**src/rtl/vga_fade_core.sv**
```systemverilog
// vga_fade_core: video slot core that blends every pixel toward a programmable
// target colour with a 5-bit alpha (0..16), stepped once per PERIOD frames.
// It runs a fade-out / hold / fade-in sequence and is write-only from the bus.
// Optional feature macro: VGA_FADE_LOOP_EN. When defined, CTRL.LOOP makes a
// finished fade-in restart the fade-out. When undefined, no LOOP logic exists.
module vga_fade_core #(
  parameter int CD         = 12,
  parameter int DEF_PERIOD = 2,
  parameter int DEF_HOLD   = 60
) (
  input  logic          clk,
  input  logic          reset,
  input  logic [10:0]   x,
  input  logic [10:0]   y,
  input  logic          cs,
  input  logic          write,
  input  logic [13:0]   addr,
  input  logic [31:0]   wr_data,
  input  logic [CD-1:0] si_rgb,
  output logic [CD-1:0] so_rgb
);

  typedef enum logic [1:0] {
    S_IDLE,
    S_OUT,
    S_HOLD,
    S_IN
  } state_t;

  // Configuration registers
  logic        r_bypass;
  logic [7:0]  r_period;
  logic [7:0]  r_hold;
  logic [11:0] r_target;
`ifdef VGA_FADE_LOOP_EN
  logic        r_loop;
`endif

  // Sequencer state
  state_t      r_state;
  logic [4:0]  r_alpha;
  logic [7:0]  r_fcnt;
  logic [7:0]  r_hcnt;
  logic        r_origin_d;

  // Bus decode: START is a pulse taken straight from the write strobe, so it
  // clears itself without any storage.
  logic w_wr;
  logic w_wr_ctrl;
  logic w_wr_period;
  logic w_wr_hold;
  logic w_wr_target;
  logic w_start;

  assign w_wr        = cs & write;
  assign w_wr_ctrl   = w_wr && (addr[1:0] == 2'd0);
  assign w_wr_period = w_wr && (addr[1:0] == 2'd1);
  assign w_wr_hold   = w_wr && (addr[1:0] == 2'd2);
  assign w_wr_target = w_wr && (addr[1:0] == 2'd3);
  assign w_start     = w_wr_ctrl & wr_data[0];

  // Only addr[1:0] and wr_data[11:0] carry meaning.
  logic w_unused;
  assign w_unused = &{1'b0, addr[13:2], wr_data[31:12]};

  // Frame tick: rising edge of "at pixel (0,0)".
  logic w_at_origin;
  logic w_tick;
  assign w_at_origin = (x == 11'd0) && (y == 11'd0);
  assign w_tick      = w_at_origin & ~r_origin_d;

  // Step and hold-exit conditions use >= so that a register lowered below the
  // running count forces the transition on the next tick instead of wrapping.
  logic [7:0] w_period_eff;
  logic       w_step_due;
  logic [8:0] w_hcnt_inc;
  logic       w_hold_done;
  logic       w_loop;

  assign w_period_eff = (r_period == 8'd0) ? 8'd1 : r_period;
  assign w_step_due   = (r_fcnt >= (w_period_eff - 8'd1));
  assign w_hcnt_inc   = {1'b0, r_hcnt} + 9'd1;
  assign w_hold_done  = (w_hcnt_inc >= {1'b0, r_hold});
`ifdef VGA_FADE_LOOP_EN
  assign w_loop = r_loop;
`else
  assign w_loop = 1'b0;
`endif

  // Register file writes; a write coincident with a tick lands at the same
  // edge, so the sequencer still sees the old value for that tick.
  always_ff @(posedge clk) begin
    // NOTE: sequential state always uses <= so every register samples pre-edge values.
    if (reset) begin
      r_bypass <= 1'b0;
      r_period <= 8'(DEF_PERIOD);
      r_hold   <= 8'(DEF_HOLD);
      r_target <= 12'h000;
`ifdef VGA_FADE_LOOP_EN
      r_loop   <= 1'b0;
`endif
    end else begin
      if (w_wr_ctrl) begin
        r_bypass <= wr_data[1];
`ifdef VGA_FADE_LOOP_EN
        r_loop   <= wr_data[2];
`endif
      end
      if (w_wr_period) r_period <= wr_data[7:0];
      if (w_wr_hold)   r_hold   <= wr_data[7:0];
      if (w_wr_target) r_target <= wr_data[11:0];
    end
  end

  // Origin history for the tick edge detector.
  always_ff @(posedge clk) begin
    if (reset) r_origin_d <= 1'b0;
    else       r_origin_d <= w_at_origin;
  end

  // Fade sequencer: IDLE -> OUT -> HOLD -> IN -> IDLE (or OUT when looping).
  always_ff @(posedge clk) begin
    if (reset) begin
      r_state <= S_IDLE;
      r_alpha <= 5'd16;
      r_fcnt  <= 8'd0;
      r_hcnt  <= 8'd0;
    end else begin
      case (r_state)
        S_IDLE: begin
          r_alpha <= 5'd16;
          if (w_start) begin
            r_state <= S_OUT;
            r_fcnt  <= 8'd0;
          end
        end
        S_OUT: begin
          if (w_tick) begin
            if (w_step_due) begin
              r_fcnt <= 8'd0;
              if (r_alpha <= 5'd1) begin
                r_alpha <= 5'd0;
                r_state <= S_HOLD;
                r_hcnt  <= 8'd0;
              end else begin
                r_alpha <= r_alpha - 5'd1;
              end
            end else begin
              r_fcnt <= r_fcnt + 8'd1;
            end
          end
        end
        S_HOLD: begin
          r_alpha <= 5'd0;
          if (w_tick) begin
            if (w_hold_done) begin
              r_state <= S_IN;
              r_fcnt  <= 8'd0;
            end else begin
              r_hcnt <= w_hcnt_inc[7:0];
            end
          end
        end
        S_IN: begin
          if (w_start) begin
            r_state <= S_OUT;
            r_fcnt  <= 8'd0;
          end else if (w_tick) begin
            if (w_step_due) begin
              r_fcnt <= 8'd0;
              if (r_alpha >= 5'd15) begin
                r_alpha <= 5'd16;
                r_state <= w_loop ? S_OUT : S_IDLE;
              end else begin
                r_alpha <= r_alpha + 5'd1;
              end
            end else begin
              r_fcnt <= r_fcnt + 8'd1;
            end
          end
        end
        default: begin
          r_state <= S_IDLE;
          r_alpha <= 5'd16;
        end
      endcase
    end
  end

  // One 4-bit channel: (s*a + t*(16-a)) >> 4; the sum never exceeds 240.
  function automatic logic [3:0] mix(input logic [3:0] s, input logic [3:0] t,
                                     input logic [4:0] a);
    logic [8:0] p_s;
    logic [8:0] p_t;
    logic [8:0] sum;
    // NOTE: blocking = is correct here; this is pure combinational arithmetic.
    p_s = {5'd0, s} * {4'd0, a};
    p_t = {5'd0, t} * {4'd0, (5'd16 - a)};
    sum = p_s + p_t;
    return sum[7:4];
  endfunction

  logic [11:0] w_blend;
  assign w_blend = {mix(si_rgb[11:8], r_target[11:8], r_alpha),
                    mix(si_rgb[7:4],  r_target[7:4],  r_alpha),
                    mix(si_rgb[3:0],  r_target[3:0],  r_alpha)};

  // Output register: one clock of latency from si_rgb, like the other slots.
  always_ff @(posedge clk) begin
    if (reset) so_rgb <= '0;
    else       so_rgb <= r_bypass ? si_rgb : w_blend;
  end

endmodule
```
**config.mk**
```make
export PLATFORM = sky130hd
export DESIGN_NAME = vga_fade_core
export DESIGN_NICKNAME = d
export VERILOG_FILES = /design/src/rtl/vga_fade_core.sv
export SDC_FILE = /design/constraint.sdc
export NUM_CORES = 1
export LEC_CHECK = 0
export BUFFER_PORTS_ARGS = -buffer_cell sky130_fd_sc_hd__buf_2
export CORE_UTILIZATION = 60
export DETAILED_ROUTE_END_ITERATION = 10
export PLACE_DENSITY_LB_ADDON = 0.15
export SLEW_MARGIN = 15
export SYNTH_ARGS = -nofsm -noshare
export SYNTH_HDL_FRONTEND = slang
export SYNTH_SLANG_ARGS = --single-unit
```
**constraint.sdc**
```tcl
create_clock -name clk -period 7.1 [get_ports clk]
set_input_delay 0.355 -clock clk [delete_from_list [all_inputs] [get_ports clk]]
set_output_delay 0.355 -clock clk [all_outputs]
set_load 0.03 [all_outputs]
```
==> flow_metrics.tcl <==
set metrics [dict create \
    syn_inst 833 \
    path_buf_inv 4 \
    vdd_drop_max_v 0.000142 \
    skew_ns 0.00592 \
    path_delay_family "adder cells" \
    ys.flop_type "dfxtp_1" \
    dp_cells 1013 \
    postSynthNetCount 1053 \
    yosys.area_share.adder 0.312 \
    ys_seq_elements 65 \
    grt_pass1_wl_um 26100 \
    timing.hold.ws_ns 0.258 \
    cts_sinks 65 \
    via_per_inst 5.59 \
    hpwl_um 11600 \
    coreArea_mm2 0.0111 \
    drt_iter0_markers 341 \
    end_kind "register" \
    maxSlewViolCount 0 \
    cts_buffers 9 \
    worstPathRequired_ns 7.38 \
    syn-cell-area_mm2 0.00696 \
    tightestPinTransition_ns 1.05 \
    drc 0 \
    outcome "finished, final reports clean" \
    path_cells "nor3_1 -> xnor2_1 -> and2_1 -> fa_1 -> inv_1 -> fa_1 -> inv_1 -> fa_1 -> inv_1 -> fa_1 -> inv_1 -> ha_1 -> and4b_1 -> a31oi_1 -> o21bai_1 -> a21oi_1 -> xnor2_1 -> mux2i_1 -> nor2_1" \
    powerDensity_mw_per_mm2 154 \
    grt_max_degree 55 \
    async_flop_share 0 \
    syn2layout_area_growth_pct 9.90 \
    synthMuxAreaShare 0.0158 \
    avgSynthCellArea_um2 8.36 \
    dpl_cell_area_mm2 0.00733 \
    row_count 38 \
    num-fill-cells 887 \
    synth-simple-area-share 0.220 \
    synth.yosys.seq_area_share 0.187 \
    die_x_um 110 \
    ctsHoldBuffers 0 \
    routed_wirelength_um 15500 \
    nets 1104 \
    cp_max_fo 24 \
    grtUsageTotal 0.286 \
    root_buffer "clkbuf_16" \
    leakage_nw 3.55 \
    grt_antenna_before_repair 0 \
    finalCriticalPeriod_ns 5.71 \
    synth_top_cell_by_area "dfxtp_1" \
    hold_class "input pin to register" \
    finalSetupViolCount 0 \
    netlist_top_cells_area "dfxtp_1 (19%), fa_1 (18%), ha_1 (13%)" \
    max_stage_delay_ns 0.91 \
    cts.clk_slew.worst_paths_ns 0.06 \
    synth_top_family_by_area "adder cells" \
    dieArea_mm2 0.0120 \
    synth_top_area_frac 0.187 \
    ios 96 \
    routed_wire_length_per_instance_um 15.1 \
    start_util 0.628 \
    rsz0062_at_grt "false" \
    fin_crit_sh 0.804 \
    cap_violations 0 \
    clk_path_buf_depth 2 \
    finalInstanceArea_mm2 0.00765 \
    post-cts-setup-buffer-count 0 \
    antenna_left 0 \
    synthDistinctLibCells 56 \
    crit_arrival_ns 5.98 \
    htreeDepth 3 \
    first_pass_iters 5 \
    tns_ns 0 \
    clk_latency_ns 0.34 \
    ctsResizeCount 0 \
    fp.dieH_um 110 \
    gr-total-overflow 0 \
    synth_xor_area_frac 0.0591 \
    via_count 5754 \
    layout-drive-gt1-share 0.102 \
    synth-edff-count 0 \
    worstSetupPathType "register to register" \
    hold_viol 0 \
    critPathSlowestCell "dfxtp_1" \
    diodes 0 \
    synth_compound_area_frac 0.106 \
    max_clock_freq_mhz 175 \
    grt_pass1_vias 5652 \
    fin_cells 1029 \
    io_buffers 63 \
    gp_congestion 0.857 \
    cts_tree "yes" \
    relSlewSlack 0.294 \
    cp-start-kind "register" \
    yosysWarningCount 0 \
]
placed cells by master, fill, tap and decap left out, drive strengths merged, types with 14 or more instances in the layout:
master,n
nor2b,14
nand2,88
and2,85
buf,68
o21ai,15
xnor2,34
fa,63
nor2,33
inv,143
ha,73
a21oi,40
dfxtp,65
worst reg2reg max path: stages, from the launching register on:
cell      delay (ns)
dfxtp_1         0.91
nor3_1          0.18
xnor2_1         0.39
and2_1          0.33
fa_1            0.55
inv_1           0.06
fa_1            0.48
inv_1           0.06
fa_1            0.53
inv_1           0.06
fa_1            0.54
inv_1           0.04
ha_1            0.27
and4b_1         0.17
a31oi_1         0.32
o21bai_1        0.17
a21oi_1         0.23
xnor2_1         0.15
mux2i_1         0.09
nor2_1          0.12
synth_stat cells (6+ instances only):
master	instances
fa_1	63
or3_1	13
nor4_1	7
o21ai_0	15
mux2i_1	11
and2_1	85
dfxtp_1	65
clkbuf_1	20
a21oi_1	40
nand2_1	88
nand4_1	7
ha_1	73
nand2b_1	7
xnor2_1	34
o31ai_1	6
a31oi_1	6
o211ai_1	9
inv_1	142
nand3_1	13
nor2b_1	14
nor3_1	9
xor2_1	13
nor2_1	33
power by group:
part,leakage (nW),switching (mW),internal (mW)
clock,0.148,0.183,0.293
sequential,0.528,0.0176,0.382
combinational,2.87,0.187,0.117
path summary, 6_finish.rpt:
check | from | to | slack [ns] | cells after the start
worst max register to register | r_alpha[2] | so_rgb[6] | 1.39 | 19
worst min register to register | r_hold[0] | r_hold[0] | 0.47 | 2
worst max-delay path | r_alpha[2] | so_rgb[6] | 1.39 | 19
worst min-delay path | wr_data[10] | r_target[10] | 0.26 | 3
cell families (layout without fill, tap and decap cells):
| group | Yosys count | after routing |
|---|---|---|
| AOI/OAI and AO/OA | 113 | 113 |
| xor gates and xnor gates | 47 | 47 |
| adders and majority gates | 136 | 136 |
| buffers and inverters | 171 | 227 |
| DFF | 65 | 65 |
| muxes | 11 | 11 |
| and+or+nand+nor | 290 | 290 |
metrics by stage:
step	utilization	power (mW)	setup WS (ns)
final	0.691	1.18	1.39
after global routing	0.691	1.24	1.03
after CTS	0.690	1.18	1.44
after detailed placement	0.662	0.707	1.50
after global placement	0.662	0.696	1.66
after floorplan	-	0.626	2.13
final cells by class:
type | instances | area, µm² | share of cell area
multi-input combinational | 597 | 4970 | 0.649
sequential | 65 | 1300 | 0.170
inverter | 143 | 537 | 0.0702
timing repair buffer | 68 | 353 | 0.0461
clock buffer | 11 | 253 | 0.0330
tap | 140 | 175 | 0.0229
clock inverter | 5 | 62.6 | 0.00818
layer usage:
metal | up-vias | wire, µm | GRT usage | part of all wire
li1 | 2795 | - | - | -
met5 | - | 0 | 0 | 0
met3 | 23 | 745 | 0.0350 | 0.048
met4 | 0 | 331 | 0.118 | 0.021
met1 | 2763 | 6600 | 0.341 | 0.43
met2 | 173 | 7830 | 0.517 | 0.50
registers in the layout (all words and copies together), names as in the netlist, 2 cells and up:
register  flops
r_target     12
r_fcnt        8
r_alpha       5
r_state       2
r_hold        8
so_rgb       12
r_hcnt        8
r_period      8
Note: power is estimated with default switching activity, not from simulation.
